==> src/rtl/systolic_result_drain_pkg.sv <==
// Shared types for the systolic result drain: FSM state encoding and output-buffer sizing.
package systolic_result_drain_pkg;

    typedef enum logic [1:0] {
        IDLE  = 2'd0,
        FETCH = 2'd1,
        FLUSH = 2'd2
    } drain_state_e;

    localparam int BUF_DEPTH = 2;

endpackage

==> src/rtl/systolic_result_drain_fifo.sv <==
// Small synchronous show-ahead FIFO: the head word is visible on o_head whenever o_empty is low.
module systolic_result_drain_fifo
    import systolic_result_drain_pkg::*;
#(
    parameter int WIDTH = 17,
    parameter int DEPTH = BUF_DEPTH
) (
    input  logic             clk,
    input  logic             rst,
    input  logic             i_enq_val,
    input  logic [WIDTH-1:0] i_enq_data,
    output logic             o_full,
    input  logic             i_deq,
    output logic             o_empty,
    output logic [WIDTH-1:0] o_head
);

    localparam int AW = (DEPTH > 1) ? $clog2(DEPTH) : 1;

    logic [WIDTH-1:0] r_mem [DEPTH];
    logic [AW-1:0]    r_wptr;
    logic [AW-1:0]    r_rptr;
    logic [AW:0]      r_count;
    logic             w_wr;
    logic             w_rd;

    assign o_full  = (r_count == (AW+1)'(DEPTH));
    assign o_empty = (r_count == '0);
    assign w_wr    = i_enq_val && !o_full;
    assign w_rd    = i_deq && !o_empty;
    assign o_head  = r_mem[r_rptr];

    // NOTE: storage is deliberately not reset; the count alone decides what is valid.
    always_ff @(posedge clk) begin
        if (w_wr) begin
            r_mem[r_wptr] <= i_enq_data;
        end
    end

    always_ff @(posedge clk) begin
        if (rst) begin
            r_wptr  <= '0;
            r_rptr  <= '0;
            r_count <= '0;
        end else begin
            if (w_wr) begin
                r_wptr <= r_wptr + AW'(1);
            end
            if (w_rd) begin
                r_rptr <= r_rptr + AW'(1);
            end
            case ({w_wr, w_rd})
                2'b10:   r_count <= r_count + (AW+1)'(1);
                2'b01:   r_count <= r_count - (AW+1)'(1);
                default: ;
            endcase
        end
    end

endmodule

==> src/rtl/systolic_result_drain.sv <==
// Drains all SIZE*SIZE PE sums of a systolic array in row-major order onto a valid/ready stream.
module systolic_result_drain
    import systolic_result_drain_pkg::*;
#(
    parameter int SIZE  = 4,
    parameter int NBITS = 16
) (
    input  logic                    clk,
    input  logic                    rst,
    input  logic                    start,
    output logic                    busy,
    output logic                    done,
    output logic [$clog2(SIZE)-1:0] out_rsel,
    output logic [$clog2(SIZE)-1:0] out_csel,
    input  logic [NBITS-1:0]        b_s_out,
    output logic [NBITS-1:0]        resp_msg,
    output logic                    resp_last,
    output logic                    resp_val,
    input  logic                    resp_rdy
);

    localparam int SW = $clog2(SIZE);

    drain_state_e     r_state;
    logic [SW-1:0]    r_row;
    logic [SW-1:0]    r_col;
    logic             r_done;

    logic             w_full;
    logic             w_empty;
    logic             w_enq;
    logic             w_deq;
    logic             w_last_idx;
    logic [NBITS:0]   w_head;

    // SIZE is a power of two, so the final row/column index is all ones.
    assign w_last_idx = (&r_row) && (&r_col);
    assign w_enq      = (r_state == FETCH) && !w_full;
    assign w_deq      = resp_val && resp_rdy;

    assign out_rsel   = r_row;
    assign out_csel   = r_col;
    assign busy       = (r_state != IDLE);
    assign done       = r_done;
    assign resp_val   = !w_empty;
    assign resp_msg   = w_head[NBITS-1:0];
    assign resp_last  = w_head[NBITS];

    systolic_result_drain_fifo #(
        .WIDTH (NBITS + 1),
        .DEPTH (BUF_DEPTH)
    ) u_buf (
        .clk        (clk),
        .rst        (rst),
        .i_enq_val  (w_enq),
        .i_enq_data ({w_last_idx, b_s_out}),
        .o_full     (w_full),
        .i_deq      (w_deq),
        .o_empty    (w_empty),
        .o_head     (w_head)
    );

    always_ff @(posedge clk) begin
        if (rst) begin
            r_state <= IDLE;
            r_row   <= '0;
            r_col   <= '0;
            r_done  <= 1'b0;
        end else begin
            r_done <= 1'b0;
            case (r_state)
                IDLE: begin
                    if (start) begin
                        r_state <= FETCH;
                    end
                end
                FETCH: begin
                    // Selects freeze while the buffer is full so no PE sum is skipped.
                    if (w_enq) begin
                        if (w_last_idx) begin
                            r_row   <= '0;
                            r_col   <= '0;
                            r_state <= FLUSH;
                        end else if (&r_col) begin
                            r_col <= '0;
                            r_row <= r_row + SW'(1);
                        end else begin
                            r_col <= r_col + SW'(1);
                        end
                    end
                end
                FLUSH: begin
                    if (w_deq && resp_last) begin
                        r_state <= IDLE;
                        r_done  <= 1'b1;
                    end
                end
                default: r_state <= IDLE;
            endcase
        end
    end

endmodule

==> config.mk <==
export PLATFORM = sky130hd
export DESIGN_NAME = systolic_result_drain
export DESIGN_NICKNAME = d
export VERILOG_FILES = /design/src/rtl/systolic_result_drain_pkg.sv /design/src/rtl/systolic_result_drain_fifo.sv /design/src/rtl/systolic_result_drain.sv
export SDC_FILE = /design/constraint.sdc
export NUM_CORES = 1
export LEC_CHECK = 0
export BUFFER_PORTS_ARGS = -buffer_cell sky130_fd_sc_hd__buf_2
export CORE_AREA = 4 4 63 65
export DETAILED_ROUTE_END_ITERATION = 7
export DIE_AREA = 0 0 67 69
export PLACE_DENSITY = 0.86
export REMOVE_ABC_BUFFERS = 1
export SETUP_SLACK_MARGIN = 0.3
export SLEW_MARGIN = 15
export SYNTH_ARGS = -nofsm -noshare
export SYNTH_HDL_FRONTEND = slang
export SYNTH_HIERARCHICAL = 1
export SYNTH_SLANG_ARGS = --single-unit
export TNS_END_PERCENT = 1
==> constraint.sdc <==
create_clock -name clk -period 3.3 [get_ports clk]
set_clock_uncertainty 0.2 [all_clocks]
set_input_delay 0.165 -clock clk [delete_from_list [all_inputs] [get_ports clk]]
set_output_delay 0.165 -clock clk [all_outputs]
set_load 0.03 [all_outputs]
# Word-level counts from Yosys, hierarchy flattened
# Memories as Yosys holds them, arrays and structs flattened. A register that Yosys moved wholly into a read port is not among the register bits.
# Cells that the tools add are included.
# word_totals
ram_bits	34
word_cells	58
latch_bits	0
ff_bits	11
rom_bits	0
out_inout_bits	24
inputBits	20
mem_count	1
# op_classes
n_shift	0
reduce_logical	19
n_div	0
n_mul	0
add_sub_neg	6
bitwise_logic	1
eq_ne	9
n_mux	15
magnitude_cmp	0
# memory_table
memory	words	word_bits	read_ports	rd_clocked_by_memory_dff	write_ports	line	text
u_buf.r_mem	2	17	1	1	1	systolic_result_drain_fifo.sv:20	logic [WIDTH-1:0] r_mem [DEPTH];
# op_table
operator	count
2-bit two-way mux	8
2-bit by 1-bit adder with 2-bit output (second input constant)	3
2-bit == test (second input constant)	3
1-bit logical AND	6
2-bit inequality test (second input constant)	3
2-bit one-hot mux with 3 select lines	1
2-bit AND reduction	3
2-bit nonzero test	3
1-bit two-way mux	5
2-bit by 1-bit == test with 1-bit output (second input constant)	2
2-bit zero test	2
2-bit one-hot mux with 2 select lines	1
4-bit AND reduction	1
3-bit AND reduction	1
1-bit adder (second input constant)	2
1-bit zero test	2
2-bit by 1-bit inequality test with 1-bit output (second input constant)	1
2-bit OR reduction	1
2-bit by 1-bit subtractor with 2-bit output (second input constant)	1
1-bit inverter	1

# Depth between registers and ports, before layout
# Gate-level depths: netlist of run 1.
# logic_depth
depth_word	6
ltp_mapped	8

# Hierarchy
# The synthesis of run 1 kept the hierarchy.
# modules_own_cells
mod	instances	area_each_um2	seq_area_each_um2	cells_each
systolic_result_drain_fifo	1	1446.4	1121.1	79
systolic_result_drain	1	385.4	140.1	36

# Least setup slack after synthesis of run 1
# No wires, ideal clock.
# synth_timing
path_kind	flip-flop to flip-flop
from	register u_buf.r_count[0]
to	memory u_buf.r_mem[0][0], enable pin
t_arrival_ns	1.660
t_required_ns	2.731
n_path_buf	0
setup_ns	0.369
period_less_slack_ns	2.229
path_stages_with_launch	7
setup_slack_ns	1.071
cell_sequence	dfxtp_1 -> nand2b_2 -> inv_2 -> nor3b_4 -> inv_1 -> or3_1 -> inv_1
# synth_via
elab_chain_cells	6
# synth_rtl
element	line	text
from (decl)	systolic_result_drain_fifo.sv:23	logic [AW:0] r_count;
from (signal assigned)	systolic_result_drain_fifo.sv:53	2'b10: r_count <= r_count + (AW+1)'(1);
from (signal assigned)	systolic_result_drain_fifo.sv:54	2'b01: r_count <= r_count - (AW+1)'(1);
2-bit == test	systolic_result_drain_fifo.sv:27	assign o_full = (r_count == (AW+1)'(DEPTH));
via w_full	systolic_result_drain.sv:29	logic w_full;
1-bit zero test	systolic_result_drain.sv:38	assign w_enq = (r_state == FETCH) && !w_full;
1-bit logical AND	systolic_result_drain.sv:38	
via w_enq	systolic_result_drain.sv:31	logic w_enq;
1-bit logical AND	systolic_result_drain_fifo.sv:29	assign w_wr = i_enq_val && !o_full;
1-bit two-way mux	systolic_result_drain_fifo.sv:35	if (w_wr) begin
1-bit two-way mux (not written as such)	systolic_result_drain_fifo.sv:36	r_mem[r_wptr] <= i_enq_data;
to (decl)	systolic_result_drain_fifo.sv:20	
# The timed path passes the listed nets, and every way through them passes these cells.

# Worst setup path in the final report of run 1
# layout_timing
from	register u_buf.r_count[0]
to	memory u_buf.r_mem[0][5], enable pin
# Same word-level chain as after synthesis.

==> impl_metrics.env, run 1 <==
export IMPL_outcome="completed"
export IMPL_post_cts_buffers=0
export IMPL_slew_headroom_pct=47.6
export IMPL_routed_wl_um=3350
export IMPL_viasPerCell=5.00
export IMPL_synth_seq_cells=46
export IMPL_startpoint_type="register"
export IMPL_ctsHtreeMaxLevel=2
export IMPL_clockBufferDepth=2
export IMPL_drt_iter0_markers=50
export IMPL_drt_pass1_iterations=4
export IMPL_worstRegToRegCells=6
export IMPL_yosysMostFrequentCell="edfxtp_1"
export IMPL_hold_viol=0
export IMPL_vias=1146
export IMPL_power_density_nw_per_um2=540
export IMPL_drv_slew=0
export IMPL_start_util_pct=54.9
export IMPL_root_buffer="clkbuf_4"
export IMPL_peakVddDrop_mv=0.278
export IMPL_wl_per_cell_um=14.6
export IMPL_drcViolationCount=0
export IMPL_r2r_setup_slack_ps=770
export IMPL_avgSynthCellArea_um2=15.9
export IMPL_clock_sinks=46
export IMPL_path_max_fanout=17
export IMPL_holdPathStages=2
export IMPL_hold_slack_ps=314
export IMPL_min_to="out_csel[1]"
export IMPL_die_y_um=69
export IMPL_rows=21
export IMPL_synth_commonest_cells="edfxtp_1, dfxtp_1, mux2_2"
export IMPL_period_share_pct=76.6
export IMPL_synth_flop_cell="edfxtp_1"
export IMPL_grt_overflow_total=0
export IMPL_ant_nets=0
export IMPL_area_delta_synth_final_pct=29.2
export IMPL_syn_inst=115
export IMPL_critPathArrivalTime_ps=2310
export IMPL_syn_area_um2=1830
export IMPL_required_ps=3080
export IMPL_antenna_found_initial=0
export IMPL_yosysSeqAreaShare_pct=68.9
export IMPL_die_area_um2=4620
export IMPL_post_dp_hpwl_um=2190
export IMPL_place_congestion=0.755
export IMPL_grt_max_degree=18
export IMPL_rsz0062_at_grt="false"
export IMPL_criticalPathCategory="reg2reg"
export IMPL_clk_pin_slew_worst_paths_ps=130
export IMPL_fin_crit_ps=2530
export IMPL_diodes=0
export IMPL_min_path_type="reg2reg"
export IMPL_track_usage_pct=15.9
export IMPL_min_from="out_csel[1]"
export IMPL_power_leakage_uw=0.000941
export IMPL_grt_pass1_wl_um=5470
export IMPL_portBuffers=43
export IMPL_place_ws_ps=795
export IMPL_yosys_area_top_type="edfxtp_1"
export IMPL_setup_tns_final_ps=0
export IMPL_max_freq_ghz=0.396
export IMPL_crit_path_end_kind="register"
export IMPL_io_pins=44
export IMPL_synth_top_area_share_pct=55.7
export IMPL_drive_above_1_share_pct=37.7
export IMPL_r2r_start="u_buf/r_count[0]"
export IMPL_tightest_slew_ps=786
export IMPL_setup_viol=0
export IMPL_layout_nets=205
export IMPL_core_um2=3340
export IMPL_grt_pass1_vias=1224
export IMPL_cts_tree="built"
export IMPL_ys_warn_count=6
export IMPL_cts_buffers=5
export IMPL_clk_latency_ps=340
export IMPL_fillerInstances=236
export IMPL_async_flop_share_pct=0
export IMPL_synth_area_top_cells="edfxtp_1, dfxtp_1, mux2_2"
export IMPL_drv_cap=0
export IMPL_synth_edf_count=34
export IMPL_ys_types=31
export IMPL_die_x_um=67
export IMPL_setup_ws_ps=773
export IMPL_rr_endpoint="u_buf/r_mem[0][5]"
==> final cells by class <==
cell class | count | area [um2] | share of cell area (%)
Sequential cell | 46 | 1260 | 53.3
Multi-Input combinational cell | 61 | 537 | 22.7
Timing Repair Buffer | 63 | 415 | 17.5
Tap cell | 46 | 57.6 | 2.43
Clock inverter | 3 | 40.0 | 1.69
Clock buffer | 5 | 37.5 | 1.59
Inverter | 5 | 18.8 | 0.793
==> power by group <==
part	internal [uW]	switching, uW	leakage, uW	total (uW)
sequential	670	26.4	0.000411	697
combinational	103	158	0.000485	261
clock	157	164	0.0000450	321
total	930	349	0.000941	1280
==> critical path: stages (launching register included) <==
cell      delay (ps)
dfxtp_1          440
nand2b_2         180
inv_2             70
nor3b_4          310
inv_1             90
or3_1            380
inv_1            500
==> what timing repair did <==
item	CTS	global route
endpoints found under the hold margin	40	0
setup endpoints to repair	0	0
gates resized for setup	0	0
hold buffers	20	0
==> cells in the final DEF (no fill, tap or decap), drive strengths merged, types with 2 or more instances in the layout <==
master	count
a21oi	2
buf	43
clkbuf	5
clkinv	2
dfxtp	12
dlygate4sd3	20
edfxtp	34
ha	3
inv	5
mux2	19
mux2i	2
nand2b	5
nor2	5
nor2b	5
nor3	2
nor3b	2
o21ai	2
or3	2
xnor2	2
==> state kept, by name, summed over array words and instances, names as in the netlist, named ones only <==
name	count
done	1
u_buf/r_mem	34
out_csel	2
u_buf/r_rptr	1
u_buf/r_wptr	1
out_rsel	2
u_buf/r_count	2
r_state	2
==> layer usage <==
metal,track usage (%),share of wire [%]
met4,5.41,1.2
met5,0,0
met2,29.4,56
met3,5.03,5.9
met1,16.1,36
==> kinds of logic after synthesis <==
logic type / synth area share (%)
buf+inv: 1.84
compound gates: 2.87
simple gates: 9.77
xor+xnor: 1.43
flops: 68.9
mux: 13.2
fa+ha+maj: 2.05
==> worst max path at each step <==
stage | from | endpoint | cells after the start
CTS | u_buf/r_count[0] | u_buf/r_mem[0][6] | 6
global placement | u_buf/r_count[0] | u_buf/r_mem[0][2] | 6
finish | u_buf/r_count[0] | u_buf/r_mem[0][5] | 6
global route | u_buf/r_count[0] | u_buf/r_mem[0][14] | 6
detailed placement | u_buf/r_count[0] | u_buf/r_mem[0][0] | 6
floorplan | u_buf/r_count[0] | u_buf/r_mem[0][0] | 6
==> through the flow <==
stage / cell area, um2 / total power [uW] / utilization (%) / instances
floorplan: 1820 / 876 / - / 112
global placement: 2090 / 940 / 62.6 / 201
detailed placement: 2090 / 951 / 62.6 / 201
CTS: 2370 / 1290 / 70.9 / 229
global route: 2370 / 1340 / 70.9 / 229
finish: 2370 / 1280 / 70.9 / 229
Power figures use the tool's default switching activity.
==> run 2: changes to the inputs <==
Settings changed: CORE_AREA 4 4 63 65 to 4 4 65 67, DIE_AREA 0 0 67 69 to 0 0 69 71, PLACE_DENSITY 0.86 to 0.81.
Clock period 3.3 ns to 2.5 ns, I/O delays scaled along.
==> run 2 against run 1 <==
Hold slack got worse by 8.6 ps. Combinational power rose by 35%. First-iteration DRC count shrank 74%. Power rose by 32%. Non-clock buffer count up 5. Utilization fell by 4.5 points. Routed wire length fell by 4.6%. Setup slack worse by 360 ps. Largest cell class unchanged.
==> impl_metrics.env, run 2 (same netlist as run 1, synthesis figures left out) <==
export IMPL_outcome="completed"
export IMPL_clock_sinks=46
export IMPL_power_density_nw_per_um2=701
export IMPL_place_ws_ps=293
export IMPL_period_share_pct=83.6
export IMPL_required_ps=2170
export IMPL_start_util_pct=50.4
export IMPL_antenna_found_initial=0
export IMPL_power_leakage_uw=0.000965
export IMPL_grt_max_degree=18
export IMPL_crit_path_end_kind="primary output"
export IMPL_drive_above_1_share_pct=38.8
export IMPL_grt_overflow_total=0
export IMPL_root_buffer="clkbuf_8"
export IMPL_dr_wl_met2_um=1610
export IMPL_routed_wl_um=3190
export IMPL_area_delta_synth_final_pct=31.7
export IMPL_ctsHtreeMaxLevel=2
export IMPL_layout_commonest_cell="buf_2"
export IMPL_fillerInstances=277
export IMPL_peakVddDrop_mv=0.299
export IMPL_drv_cap=0
export IMPL_setup_tns_final_ps=0
export IMPL_drv_slew=0
export IMPL_place_congestion=0.738
export IMPL_core_um2=3630
export IMPL_layout_nets=210
export IMPL_min_from="out_csel[1]"
export IMPL_drt_iter0_markers=13
export IMPL_hold_viol=0
export IMPL_vias=1155
export IMPL_drt_pass1_iterations=3
export IMPL_startpoint_type="register"
export IMPL_clk_pin_slew_worst_paths_ps=80
export IMPL_clockBufferDepth=2
export IMPL_tightest_slew_ps=789
export IMPL_criticalPathCategory="reg2out"
export IMPL_clk_latency_ps=300
export IMPL_path_max_fanout=17
export IMPL_layout_common_cells="buf_2, edfxtp_1, dlygate4sd3_1, dfxtp_1, mux2_2"
export IMPL_slew_headroom_pct=47.4
export IMPL_diodes=0
export IMPL_r2r_start="u_buf/r_count[0]"
export IMPL_track_usage_pct=14.4
export IMPL_viasPerCell=4.89
export IMPL_drcViolationCount=0
export IMPL_rsz0062_at_grt="false"
export IMPL_grt_pass1_vias=1240
export IMPL_largest_reg_flops=34
export IMPL_dr_max_layer_used="met4"
export IMPL_portBuffers=43
export IMPL_io_pins=44
export IMPL_cts_tree="built"
export IMPL_die_area_um2=4900
export IMPL_ant_nets=0
export IMPL_fin_crit_ps=2090
export IMPL_critPathArrivalTime_ps=1770
export IMPL_die_y_um=71
export IMPL_rows=22
export IMPL_met3_length_um=194
export IMPL_m1WireLength_um=1320
export IMPL_regMostFlops="u_buf/r_mem"
export IMPL_grt_pass1_wl_um=5600
export IMPL_setup_viol=0
export IMPL_max_freq_ghz=0.478
export IMPL_min_path_type="reg2reg"
export IMPL_post_dp_hpwl_um=2220
export IMPL_cts_buffers=5
export IMPL_wl_per_cell_um=13.5
export IMPL_setup_ws_ps=409
export IMPL_die_x_um=69
[run 2: power breakdown]
part           leakage [uW]  switching, uW  total [uW]  internal [uW]
Sequential         0.000412           34.4         920            885
Clock             0.0000426            227         419            192
Combinational      0.000511            206         353            147
[run 2: final timing paths]
kind | to | slack, ps | depth (start not counted)
max | resp_last | 410 | 2
max reg2reg | u_buf/r_mem[0][9] | 430 | 7
min | out_csel[1] | 310 | 2
min reg2reg | out_csel[1] | 310 | 2
[run 2: routing by layer]
layer	GRT usage (%)	up-vias
li1	-	565
met1	16.6	547
met2	24.2	36
met3	4.55	7
met4	7.81	0
met5	0	-
[run 2: final cells by class]
| cell class | instances | area [um2] | share of cell area [%] |
|---|---|---|---|
| sequential | 46 | 1260 | 52.3 |
| multi-input combinational | 61 | 537 | 22.3 |
| timing repair buffer | 68 | 453 | 18.8 |
| clock buffer | 6 | 72.6 | 3.01 |
| tap | 48 | 60.1 | 2.49 |
| inverter | 5 | 18.8 | 0.778 |
| clock inverter | 2 | 8.76 | 0.363 |
[run 2: what timing repair did]
action,CTS,global route
pin swaps,1,1
endpoints found under the hold margin,39,0
setup buffers,2,0
hold buffers,20,0
setup endpoints to repair,12,30
cloned,0,0
resized for setup,0,1
[run 2: worst max-delay path, cell delays in order, from the launching register on]
cell	delay, ps
dfxtp_1	840
mux2_2	440
buf_2	180
[run 2: stage by stage]
step	std cells	hold slack [ps]	util [%]	total power, uW	cell area (um2)
2_1_floorplan	112	-5.93	-	1160	1820
3_3_place_gp	206	115	58.2	1250	2110
3_5_place_dp	206	119	58.2	1260	2110
4_1_cts	236	308	66.4	1710	2410
5_1_grt	236	325	66.4	1770	2410
6_report	236	306	66.4	1690	2410
==> run 3: changes to the inputs <==
Clock period 2.5 ns to 2 ns, I/O delays scaled along.
==> run 3 against run 2 <==
Routed wire length grew 7.6%. Flip-flop and latch count is the same. Largest power group unchanged. Clock power grew 24%. Via count grew 3.1%. Sequential power grew 24%. First-iteration DRC count grew to 3.1 times the previous value. Critical path depth grew 1.
==> impl_metrics.env, run 3 (same netlist as run 1, synthesis figures left out) <==
export IMPL_criticalPathCategory="reg2out"
export IMPL_grt_pass1_vias=1292
export IMPL_drive_above_1_share_pct=44.1
export IMPL_power_leakage_uw=0.00102
export IMPL_p_seq_share_pct=51.5
export IMPL_drt_iter0_markers=40
export IMPL_switching_share_pct=27.5
export IMPL_worstRegToRegCells=9
export IMPL_largest_reg_flops=34
export IMPL_drcViolationCount=0
export IMPL_clk_pin_slew_worst_paths_ps=70
export IMPL_clockBufferDepth=2
export IMPL_start_util_pct=50.4
export IMPL_setup_viol=0
export IMPL_layout_commonest_cell="buf_2"
export IMPL_multi_input_area_um2=562
export IMPL_layout_nets=217
export IMPL_drv_slew=0
export IMPL_regMostFlops="u_buf/r_mem"
export IMPL_die_y_um=71
export IMPL_routed_wl_um=3430
export IMPL_grt_pass1_wl_um=5740
export IMPL_post_dp_hpwl_um=2190
export IMPL_root_buffer="clkbuf_8"
export IMPL_r2r_setup_slack_ps=120
export IMPL_die_area_um2=4900
export IMPL_path_cells="buf_4, mux2_2, buf_2"
export IMPL_endpoint="resp_msg[14]"
export IMPL_place_ws_ps=68.3
export IMPL_outcome="completed"
export IMPL_rsz0062_at_grt="true"
export IMPL_path_depth=3
export IMPL_io_pins=44
export IMPL_hold_viol=0
export IMPL_r2r_start="u_buf/r_count[0]"
export IMPL_die_x_um=69
export IMPL_setup_tns_final_ps=0
export IMPL_drt_pass1_iterations=4
export IMPL_antenna_found_initial=0
export IMPL_setup_ws_ps=104
export IMPL_grt_max_degree=18
export IMPL_p_comb_share_pct=25.1
export IMPL_fin_crit_ps=1900
export IMPL_tightest_slew_ps=291
export IMPL_cp_num_buf_inv=2
export IMPL_fillerInstances=256
export IMPL_cts_buffers=5
export IMPL_period_share_pct=94.8
export IMPL_slew_headroom_pct=80.6
export IMPL_rows=22
export IMPL_clk_latency_ps=290
export IMPL_critPathArrivalTime_ps=1600
export IMPL_layout_common_cells="buf_2, edfxtp_1, dlygate4sd3_1, dfxtp_1, mux2_2"
export IMPL_cpPeakStageDelay_ps=490
export IMPL_diodes=0
export IMPL_intPower_uw=1610
export IMPL_cts_tree="built"
export IMPL_grt_overflow_total=0
export IMPL_portBuffers=43
export IMPL_startpoint_type="register"
export IMPL_path_max_fanout=11
export IMPL_core_um2=3630
export IMPL_cp_slowest_cell="dfxtp_1"
export IMPL_viasPerCell=4.90
export IMPL_power_density_nw_per_um2=868
export IMPL_required_ps=1700
export IMPL_max_freq_ghz=0.527
export IMPL_rr_endpoint="u_buf/r_count[1]"
export IMPL_min_path_type="in2reg"
export IMPL_ctsHtreeMaxLevel=2
export IMPL_vias=1191
export IMPL_wl_per_cell_um=14.1
export IMPL_crit_path_end_kind="primary output"
export IMPL_place_congestion=0.725
export IMPL_drv_cap=0
export IMPL_area_delta_synth_final_pct=39.2
export IMPL_peakVddDrop_mv=0.531
export IMPL_clock_sinks=46
export IMPL_regArea_um2=1260
export IMPL_ant_nets=0
export IMPL_track_usage_pct=14.9
export IMPL_crit_family="flip-flops"
export IMPL_clkPwrFrac_pct=23.5
export IMPL_p_sw_uw=608
-- run 3: power by group through the flow --
stage / sequential, uW / clock, uW / combinational [uW]
CTS: 1140 / 533 / 548
finish: 1140 / 519 / 554
global route: 1150 / 581 / 594
detailed placement: 1160 / 0 / 443
floorplan: 1170 / 0 / 278
global placement: 1150 / 0 / 432
-- run 3: per-stage QoR --
stage	instance area, um2	instances	total power (uW)	util (%)	hold WS [ps]
CTS	2540	242	2220	69.9	234
detailed placement	2150	209	1600	59.2	93.0
global placement	2150	209	1580	59.2	91.0
finish	2550	243	2210	70.2	257
global route	2550	243	2320	70.2	273
floorplan	1820	112	1450	-	-30.9
-- run 3: how the worst min path moves through the flow --
stage                     start            endpoint  slack, ps  cells past startpoint
CTS                    resp_rdy        u_buf/r_rptr        230                      5
detailed placement  b_s_out[13]  u_buf/r_mem[1][13]         90                      1
global route           resp_rdy            register        270                      5
global placement     b_s_out[5]   u_buf/r_mem[1][5]         90                      1
floorplan                   rst    u_buf/r_count[1]        -30                      1
finish                 resp_rdy            register        260                      5
-- run 3: layer usage --
metal	vias up	track usage (%)	part of all wire, %
met1	570	15.4	40
li1	578	-	-
met5	-	0	0
met3	7	4.55	5.4
met2	36	27.5	53
met4	0	7.16	2.0
-- run 3: timing repair --
item,in CTS,in global routing
resized for setup,12,1
hold buffers,19,0
hold endpoints to repair,40,0
setup buffers,5,1
cloned,1,0
pin swaps,2,3
endpoints found under the setup margin,30,53
-- run 3: worst min-delay path, cell delays in order --
cell and delay (ps):
buf_2 100, nor2b_1 120, o21a_1 150, xnor2_1 160
nor2_1 80
-- run 3: cell type report --
cell class	instances	area share (%)
sequential	46	49.6
clock inverter	2	0.343
inverter	5	0.932
timing repair buffer	75	21.9
multi-input combinational	61	22.0
clock buffer	6	2.85
tap	48	2.36
